**src/rtl/snail_pkg.sv**
```systemverilog
// snail_pkg: shared FSM state type and idle line level for the snail pattern transmitter
package snail_pkg;
  typedef enum logic [1:0] {IDLE, SHIFT, DONE} state_t;
  localparam logic IDLE_LVL = 1'b0;
endpackage

```
**src/rtl/snail_pattern_tx_if.sv**
```systemverilog
// snail_pattern_tx_if: valid/ready pattern word handshake
interface snail_pattern_tx_if #(
  parameter int WIDTH = 16,
  parameter int LEN_W = $clog2(WIDTH + 1)
);
  logic valid;
  logic ready;
  logic [WIDTH-1:0] data;
  logic [LEN_W-1:0] len;
  modport master(output valid, data, len, input ready);
  modport slave(input valid, data, len, output ready);
endinterface

```
**src/rtl/snail_edge_counter.sv**
```systemverilog
// snail_edge_counter: saturating count of 0->1 transitions on a serial line
module snail_edge_counter #(
  parameter int CNT_W = 8
) (
  input  logic             clk,
  input  logic             reset,
  input  logic             line,
  input  logic             clr,
  output logic [CNT_W-1:0] cnt
);
  logic prev;
  always_ff @(posedge clk or negedge reset)
    if (!reset) begin
      prev <= 1'b0;
      cnt <= '0;
    end else begin
      prev <= line;
      cnt <= clr ? '0 : (line && !prev && !(&cnt)) ? cnt + CNT_W'(1) : cnt;
    end
endmodule

```
**src/rtl/snail_pattern_tx.sv**
```systemverilog
// snail_pattern_tx: serialises a pattern word MSB-first onto a and counts the smiles it emits
module snail_pattern_tx
  import snail_pkg::*;
#(
  parameter int WIDTH = 16,
  parameter int LEN_W = $clog2(WIDTH + 1),
  parameter int CNT_W = 8
) (
  input  logic                clk,
  input  logic                reset,
  snail_pattern_tx_if.slave   word,
  input  logic                cnt_clr,
  output logic                a,
  output logic                busy,
  output logic                done,
  output logic [CNT_W-1:0]    smile_cnt
);
  state_t state;
  logic [WIDTH-1:0] sr;
  logic [LEN_W-1:0] cnt;
  logic [LEN_W-1:0] len_c;
  logic [WIDTH-1:0] aligned;
  assign len_c = (word.len > LEN_W'(WIDTH)) ? LEN_W'(WIDTH) : word.len;
  // left-justify the selected window so the first bit sits at the MSB
  assign aligned = word.data << (LEN_W'(WIDTH) - len_c);
  assign word.ready = (state == IDLE);
  always_ff @(posedge clk or negedge reset)
    if (!reset) begin
      state <= IDLE;
      sr <= '0;
      cnt <= '0;
      a <= IDLE_LVL;
      busy <= 1'b0;
      done <= 1'b0;
    end else begin
      case (state)
        IDLE:
          if (word.valid) begin
            if (len_c == '0) begin
              state <= DONE;
              done <= 1'b1;
            end else begin
              state <= SHIFT;
              busy <= 1'b1;
              a <= aligned[WIDTH-1];
              sr <= aligned << 1;
              cnt <= len_c - LEN_W'(1);
            end
          end
        SHIFT:
          if (cnt == '0) begin
            state <= DONE;
            busy <= 1'b0;
            done <= 1'b1;
            a <= IDLE_LVL;
          end else begin
            a <= sr[WIDTH-1];
            sr <= sr << 1;
            cnt <= cnt - LEN_W'(1);
          end
        DONE: begin
          state <= IDLE;
          done <= 1'b0;
        end
        default: state <= IDLE;
      endcase
    end
  snail_edge_counter #(.CNT_W(CNT_W)) u_cnt (
    .clk  (clk),
    .reset(reset),
    .line (a),
    .clr  (cnt_clr),
    .cnt  (smile_cnt)
  );
endmodule
```
**src/flat_wrapper.sv**
```systemverilog
// flat-port wrapper written by rule: the top's interface ports become plain ports
module snail_pattern_tx_flat import snail_pkg::*;
#(
  parameter int WIDTH = 16,
  parameter int LEN_W = $clog2(WIDTH + 1),
  parameter int CNT_W = 8
)
  (clk, reset, cnt_clr, a, busy, done, smile_cnt, word_valid, word_data, word_len, word_ready);
  snail_pattern_tx_if #(.WIDTH(WIDTH), .LEN_W(LEN_W)) word_i ();
  input  logic clk;
  input  logic reset;
  input  logic cnt_clr;
  output logic a;
  output logic busy;
  output logic done;
  output logic [CNT_W-1:0] smile_cnt;
  input wire logic [$bits(word_i.valid)-1:0] word_valid;
  input wire logic [$bits(word_i.data)-1:0] word_data;
  input wire logic [$bits(word_i.len)-1:0] word_len;
  output wire logic [$bits(word_i.ready)-1:0] word_ready;
  assign word_i.valid = word_valid;
  assign word_i.data = word_data;
  assign word_i.len = word_len;
  assign word_ready = word_i.ready;
  snail_pattern_tx #(.WIDTH(WIDTH), .LEN_W(LEN_W), .CNT_W(CNT_W)) u_core (.clk(clk), .reset(reset), .word(word_i), .cnt_clr(cnt_clr), .a(a), .busy(busy), .done(done), .smile_cnt(smile_cnt));
endmodule
```
**config.mk**
```make
export PLATFORM = sky130hd
export DESIGN_NAME = snail_pattern_tx_flat
export DESIGN_NICKNAME = d
export VERILOG_FILES = /design/src/rtl/snail_pkg.sv /design/src/rtl/snail_pattern_tx_if.sv /design/src/rtl/snail_edge_counter.sv /design/src/rtl/snail_pattern_tx.sv /design/src/flat_wrapper.sv
export SDC_FILE = /design/constraint.sdc
export NUM_CORES = 1
export LEC_CHECK = 0
export CAP_MARGIN = 10
export CELL_PAD_IN_SITES_DETAIL_PLACEMENT = 0
export CELL_PAD_IN_SITES_GLOBAL_PLACEMENT = 1
export CORE_MARGIN = 2
export CORE_UTILIZATION = 24
export CTS_CLUSTER_SIZE = 8
export DETAILED_ROUTE_END_ITERATION = 8
export GPL_TIMING_DRIVEN = 0
export MAX_ROUTING_LAYER = met4
export PLACE_DENSITY_LB_ADDON = 0.1
export SETUP_SLACK_MARGIN = 0.2
export SLEW_MARGIN = 20
export SYNTH_ARGS = -nofsm -noshare
export SYNTH_HDL_FRONTEND = slang
export SYNTH_SLANG_ARGS = --single-unit
export TNS_END_PERCENT = 50
```
**constraint.sdc**
```tcl
create_clock -name clk -period 2.45 [get_ports clk]
set_input_delay 0.245 -clock clk [delete_from_list [all_inputs] [get_ports clk]]
set_output_delay 0.245 -clock clk [all_outputs]
set_load 0.05 [all_outputs]
```
======== Word-level counts from Yosys, hierarchy flattened ========
Index checks and enable logic that the tools add are counted.
operators by class
  multiplexer cells ....................... 27
  eq/ne operators ......................... 7
  order comparisons ....................... 1
  $add $sub $neg .......................... 4
  shifts and indexed selects .............. 1
  reduce and logical (&&, ||, !) cells .... 16
operators with widths
  operator               count
  $mux W16               3
  $pmux W16 S2           1
  $mux W5                4
  $mux W8                2
  $shl A16 B5 Y16        1
  $reduce_and A4 Y1      3
  $logic_not A5 Y1       2
  $pmux W5 S2            1
  $sub A5 B1 Y5 const B  2
  $mux W1                9
  $add A8 B1 Y8 const B  1
  $reduce_and A8 Y1      1
  $mux W2                3
  $ne A2 B2 Y1 const B   3
  $gt A5 B5 Y1 const B   1
  $sub A5 B5 Y5 const A  1
  $ne A2 B1 Y1 const B   2
  $pmux W1 S2            2
  $pmux W2 S2            1
  $reduce_bool A2 Y1     2
  $pmux W1 S3            1
  $reduce_and A3 Y1      1
  $reduce_bool A3 Y1     1
  $eq A2 B1 Y1 const B   1
  5 further kinds        7
word-level totals
  output and inout port bits .............. 12
  input port bits ......................... 25
  flip-flop bits (word level) ............. 35
  word-level logic and storage cells ...... 64

======== Logic depth before layout (Yosys ltp) ========
  depth after elaboration ................. 7
  mapped depth ............................ 15
  gate-level depth less buffers ........... 11

======== Cells and area by module ========
From an unflattened synthesis, not the netlist that was laid out.
second synthesis, totals
  cell total of the unflattened synthesis .. 291
  area total of the unflattened synthesis .. 2695.1 µm²
by module, submodules not included
  module              sequential area each (µm²)  cells an instance  times used  area an instance (µm²)
  snail_pattern_tx    625.6                       239                1           2142.1
  snail_edge_counter  225.2                       52                 1           553.0

======== Worst setup path before layout ========
No wires, ideal clock.
  kind .................................... input-to-reg
  from .................................... in word_len[4]
  to ...................................... reg u_core.cnt[4]
  cell stages on the path ................. 15
  arrival time ............................ 2.638 ns
  data required time ...................... 2.321 ns
  library setup time ...................... 0.129 ns
  setup slack ............................. -0.317 ns
  buffers on the path ..................... 5
  cell sequence ........................... and2b_1 -> buf_4 -> buf_6 -> inv_2 -> ha_1 -> buf_2 -> buf_4 -> o21a_1 -> ha_1 -> nand2b_1 -> a21o_1 -> a21o_4 -> buf_2 -> nor3_1 -> a211oi_2
between the ends
  word-level cells in the longest chain between the ends .. 6
  elaborated cells between the ends (all ways) .. 9
  those cells by class .................... add/sub (1); order compare (1); eq/ne (1); mux (4); reduce/logical (2)
ends and longest elaborated chain
  item                  line                    source
  from (decl)           flat_wrapper.sv:19      input wire logic [$bits(word_i.len)-1:0] word_len;
  $gt A5 B5 Y1          snail_pattern_tx.sv:23  assign len_c = (word.len > LEN_W'(WIDTH)) ? LEN_W'(WIDTH) : word.len;
  $mux W5 *             snail_pattern_tx.sv:23
  $sub A5 B1 Y5         snail_pattern_tx.sv:47  cnt <= len_c - LEN_W'(1);
  $mux W5               snail_pattern_tx.sv:39  if (len_c == '0) begin
  $mux W5               snail_pattern_tx.sv:38  if (word.valid) begin
  $pmux W5 S2           snail_pattern_tx.sv:36  case (state)
  to (signal assigned)  snail_pattern_tx.sv:47
  to (signal assigned)  snail_pattern_tx.sv:59  cnt <= cnt - LEN_W'(1);
  to (decl)             snail_pattern_tx.sv:20  logic [LEN_W-1:0] cnt;
Mark *: on every way between the ends. The rest lies on a longest branch, timed or not. The select of a mux whose other input is x is not followed.
A chain may end at the register's enable or synchronous reset.

======== Worst setup path in the final report ========
  from .................................... in word_len[4]
  to ...................................... reg u_core.sr[12]
between the ends
  word-level cells in the longest chain between the ends .. 7
  elaborated cells between the ends (all ways) .. 10
  those cells by class .................... add/sub (1); order compare (1); eq/ne (1); shift (1); mux (4); reduce/logical (2)
ends and longest elaborated chain
  item                  line                    source
  $gt A5 B5 Y1          snail_pattern_tx.sv:23
  $mux W5 *             snail_pattern_tx.sv:23
  $sub A5 B5 Y5         snail_pattern_tx.sv:25  assign aligned = word.data << (LEN_W'(WIDTH) - len_c);
  $shl A16 B5 Y16       snail_pattern_tx.sv:25
  $mux W16              snail_pattern_tx.sv:39
  $mux W16              snail_pattern_tx.sv:38
  $pmux W16 S2          snail_pattern_tx.sv:36
  to (signal assigned)  snail_pattern_tx.sv:46  sr <= aligned << 1;
  to (signal assigned)  snail_pattern_tx.sv:58  sr <= sr << 1;
  to (decl)             snail_pattern_tx.sv:19  logic [WIDTH-1:0] sr;
Marked as above.

==> results.md <==
* Status: completed
* Port Buffer Count at 35
* Routed WL per cell at 17.6 um
* Placement Setup Slack at -1.05 ns
* Post-synthesis mux area share at 14.3%
* CP arrival at 2.44 ns
* Synth Area in Simple Gates at 21.6%
* Combinational Power Share at 56.9%
* Met1 usage at 21.3%
* Pin count of the biggest net entering global routing at 25
* Layout cell share with drive strength beyond 1 at 25.4%
* Synth area leaders: dfrtp_1 31%, mux2i_1 9.3%, nand2_1 5.0%, nor2_1 4.0%, a21oi_1 3.5%
* Yosys top cell by area: dfrtp_1
* Compound-Gate Fraction of Synth Area at 21.9%
* TritonCTS clock tree: done
* Avg Cell Area, Syn at 8.69 sq um
* GR Util met3 at 1.76%
* RSZ-0062 raised after global routing: true
* Maximum root-to-sink buffer count at 2
* Final Net Count at 407
* Slowest stage delay, CP at 0.24 ns
* Critical path data required time at 2.60 ns
* Final worst setup slack at 0.160 ns
* Hold violation total from the final report at 0
* Worst-path cell chain: buf_8 -> and2b_1 -> buf_6 -> buf_12 -> inv_8 -> ha_4 -> buf_8 -> buf_8 -> o21a_1 -> ha_2 -> nand2b_4 -> a21o_4 -> a21o_4 -> buf_8 -> a22oi_2 -> nand3_1
* TritonCTS Buffers at 5
* Int Pwr at 2000 uW
* Grt total ovfl at 0
* Placed Area at 3320 sq um
* Post-Synth XOR/XNOR Area at 4.16%
* Design Area, Final at 3840 sq um
* Max VDD drop at 527 uV
* Slew @ Worst Pin at 0.601 ns
* Startpoint types: input port
* Synth Warn # at 0
* Final Power at 3480 uW
* Total net switching power at 1480 uW
* Synth Instances at 311
* Final HPWL DP at 6640 um
* Dpl cells at 487
* First-pass GRT wire length at 14,500 um
* Clock Skews at 0.00638 ns
* Core Rows at 38
* CP endpoint kind: flop
* Die Ht at 110 um
* Drt via density at 5.06
* Fin. max-slew vios at 0
* Levels on crit path at 16
* Initial Util at 24.7%
* Non-filler instance count after layout at 518
* Worst-path clk slew at 0.06 ns
* Post-synthesis sequential area ratio at 31.5%
* Die W at 110 um
* Post-synth ARST share at 100%
* Synthesis-to-finish area growth at 42.2%
* F_max at 437 MHz
* Most used cell along the critical path: buf_8
* Core Util, Final at 35.2%
* Vias in the first global route at 2,610
* Met2 Use GR at 26.5%
* Clock power share at 17.3%
* Share of Yosys cell area claimed by the top area cell type at 31.5%
* Critical Path Fanout Max at 5
* Vias at 2,620
* Worst R2R Setup Slack at 0.42 ns
* DRT Wirelength at 9110 um
* 1st-pass router iterations at 4
* EDFF count, synth at 0
* R2r worst-path depth at 6
* Relative slew slack at 58.8%
* Min cycle time layout at 2.29 ns
* Largest family of logic cells by synthesized area: compound AO/OA/AOI/OAI gates
* GR peak layer: met2
* H-tree level count at 2
* Mapped Area at 2700 sq um
* Latest clock arrival within the worst-skew pair at 0.28 ns
* Fillcell total at 1,160
* Yosys reg bits at 34
* Die ar. at 12,100 sq um
* Setup violators final at 0
* Initial DRC Count at 123
* Core area at 10,900 sq um
* Clock tree root buffer cell: clkbuf_16
* Switching Share at 42.5%
* GPL Wtd Cong at 0.853
* Overall Global Routing Usage at 16.2%
* PD cells at 906 nW/um^2
* Post-Syn Nets at 340
* Hold depth at 2
* Max-cap violations at 0
* Sequential power share at 25.8%
* Clock sinks at 34
* Synth cell types at 66
* Pleak at 0.00158 uW
* Top_reg_cell synth: dfrtp_1
* # IOs at 37
* CP max-delay cell: a21o_4
* Antenna Nets Post-Route at 0
* Worst path buffer plus inverter count at 7
* Antenna violations before repair at 0
* Final period util at 93.5%
* Drt drc at 0
* Worst Hold Class: input port to flop
* Crit Path Class: input port to flop
* Post-Synth Adder-Cell Area at 1.85%
* # diodes at 0
* Top cell family by delay on the critical path: compound AO/OA/AOI/OAI gates
## stage by stage
| stage | hold slack [ns] | setup TNS, ns |
|---|---|---|
| 5_1_grt | 0.356 | 0 |
| 3_5_place_dp | 0.156 | -21.21 |
| 6_report | 0.324 | 0 |
| 4_1_cts | 0.337 | 0 |
| 3_3_place_gp | 0.456 | -22.06 |
| 2_1_floorplan | -0.0506 | -0.108 |
## power groups by stage
stage               registers [uW]  clock network (uW)  logic [uW]
floorplan                      967                   0        1120
global placement               900                   0        1670
detailed placement             902                   0        1660
CTS                            895                 622        1860
global route                   924                 657        2170
finish                         900                 602        1980
## synthesized netlist by cell type, types with 3 or more instances
cell type and count:
mux4_2 3, a21oi_1 19, ha_1 4, xor2_1 8, buf_2 8, mux2_2 3, o211ai_1 5, clkbuf_1 5
nor2_1 29, mux2i_1 25, nand2_1 36, and3_1 6, dfrtp_1 34, o21a_1 3, o21ai_0 9, o21ai_1 10
a22oi_1 8, xnor2_1 3, nor2b_1 4, buf_4 3, nand2b_1 7, nand4_1 4, nand3_1 8, inv_1 5
nor3_1 10, a32oi_1 3
## registers in the layout, indices dropped and copies added, names as in the netlist
name               flops
u_core.cnt             5
u_core.state           2
u_core.u_cnt.prev      1
u_core.sr             15
u_core.done            1
u_core.busy            1
u_core.u_cnt.cnt       8
u_core.a               1
## timing repair
item / in CTS / in global routing
gates cloned: 1 / 0
gates resized for setup: 38 / 20
buffers inserted: 15 / 7
hold buffers: 1 / 0
pin swaps: 8 / 8
hold endpoints to repair: 10 / 0
setup endpoints to repair: 25 / 20
## routing by layer
layer,share of wire [%],vias up
met2,48,39
met3,2.3,7
met5,0,-
met4,1.1,0
met1,49,1294
li1,-,1280
## worst reg2reg max path, stage by stage, from the launching register on
cell and delay [ns]:
dfrtp_1 0.40, or4_4 0.58, nor2_4 0.21, a21o_4 0.25, inv_8 0.06, o2111a_1 0.24, a211oi_2 0.20
## logic make-up after synthesis
logic type / count (synthesis)
AO/OA/AOI/OAI: 84
AND/OR/NAND/NOR: 118
multiplexers: 33
flip-flops: 34
adder cells (fa/ha/maj): 4
buffers and inverters: 26
XOR/XNOR: 12
## area by class of cell
class	count	area (sq um)	share of cell area, %
Buffer	18	145	3.77
Clock buffer	5	125	3.25
Clock inverter	2	10.0	0.260
Inverter	8	45.0	1.17
Multi-Input combinational cell	251	1910	49.6
Sequential cell	34	851	22.1
Tap cell	140	175	4.56
Timing Repair Buffer	60	586	15.2
## path summary, 6_finish.rpt
path,startpoint,end
worst max-delay path,word_len[4],u_core.sr[12]$_DFFE_PN0P_
worst min-delay path,cnt_clr,u_core.u_cnt.cnt[3]$_DFFE_PN0P_
worst max register to register,u_core.cnt[1]$_DFFE_PN0P_,u_core.cnt[4]$_DFFE_PN0P_
worst min register to register,u_core.sr[2]$_DFFE_PN0P_,u_core.sr[2]$_DFFE_PN0P_
max in group asynchronous,reset,u_core.u_cnt.cnt[4]$_DFFE_PN0P_
min in group asynchronous,reset,u_core.cnt[1]$_DFFE_PN0P_
## placed cells by master (no fill, tap or decap), drive strengths merged, types with 2 or more instances in the layout
cell / instances
buf: 40
nand2: 36
dfrtp: 34
clkdlybuf4s50: 31
nor2: 30
mux2i: 27
a21oi: 19
o21ai: 19
nor3: 11
clkbuf: 10
xor2: 9
nand3: 8
nand2b: 8
a22oi: 8
inv: 7
and3: 6
o211ai: 5
nand4: 4
nor2b: 4
ha: 4
o21a: 3
mux4: 3
mux2: 3
a32oi: 3
a211oi: 3
xnor2: 3
clkinv: 3
a21o: 2
o31ai: 2
nor4: 2
a32o: 2
o2111ai: 2
nor3b: 2
o32a: 2
a2bb2oi: 2
(Power assumes the default switching activity.)
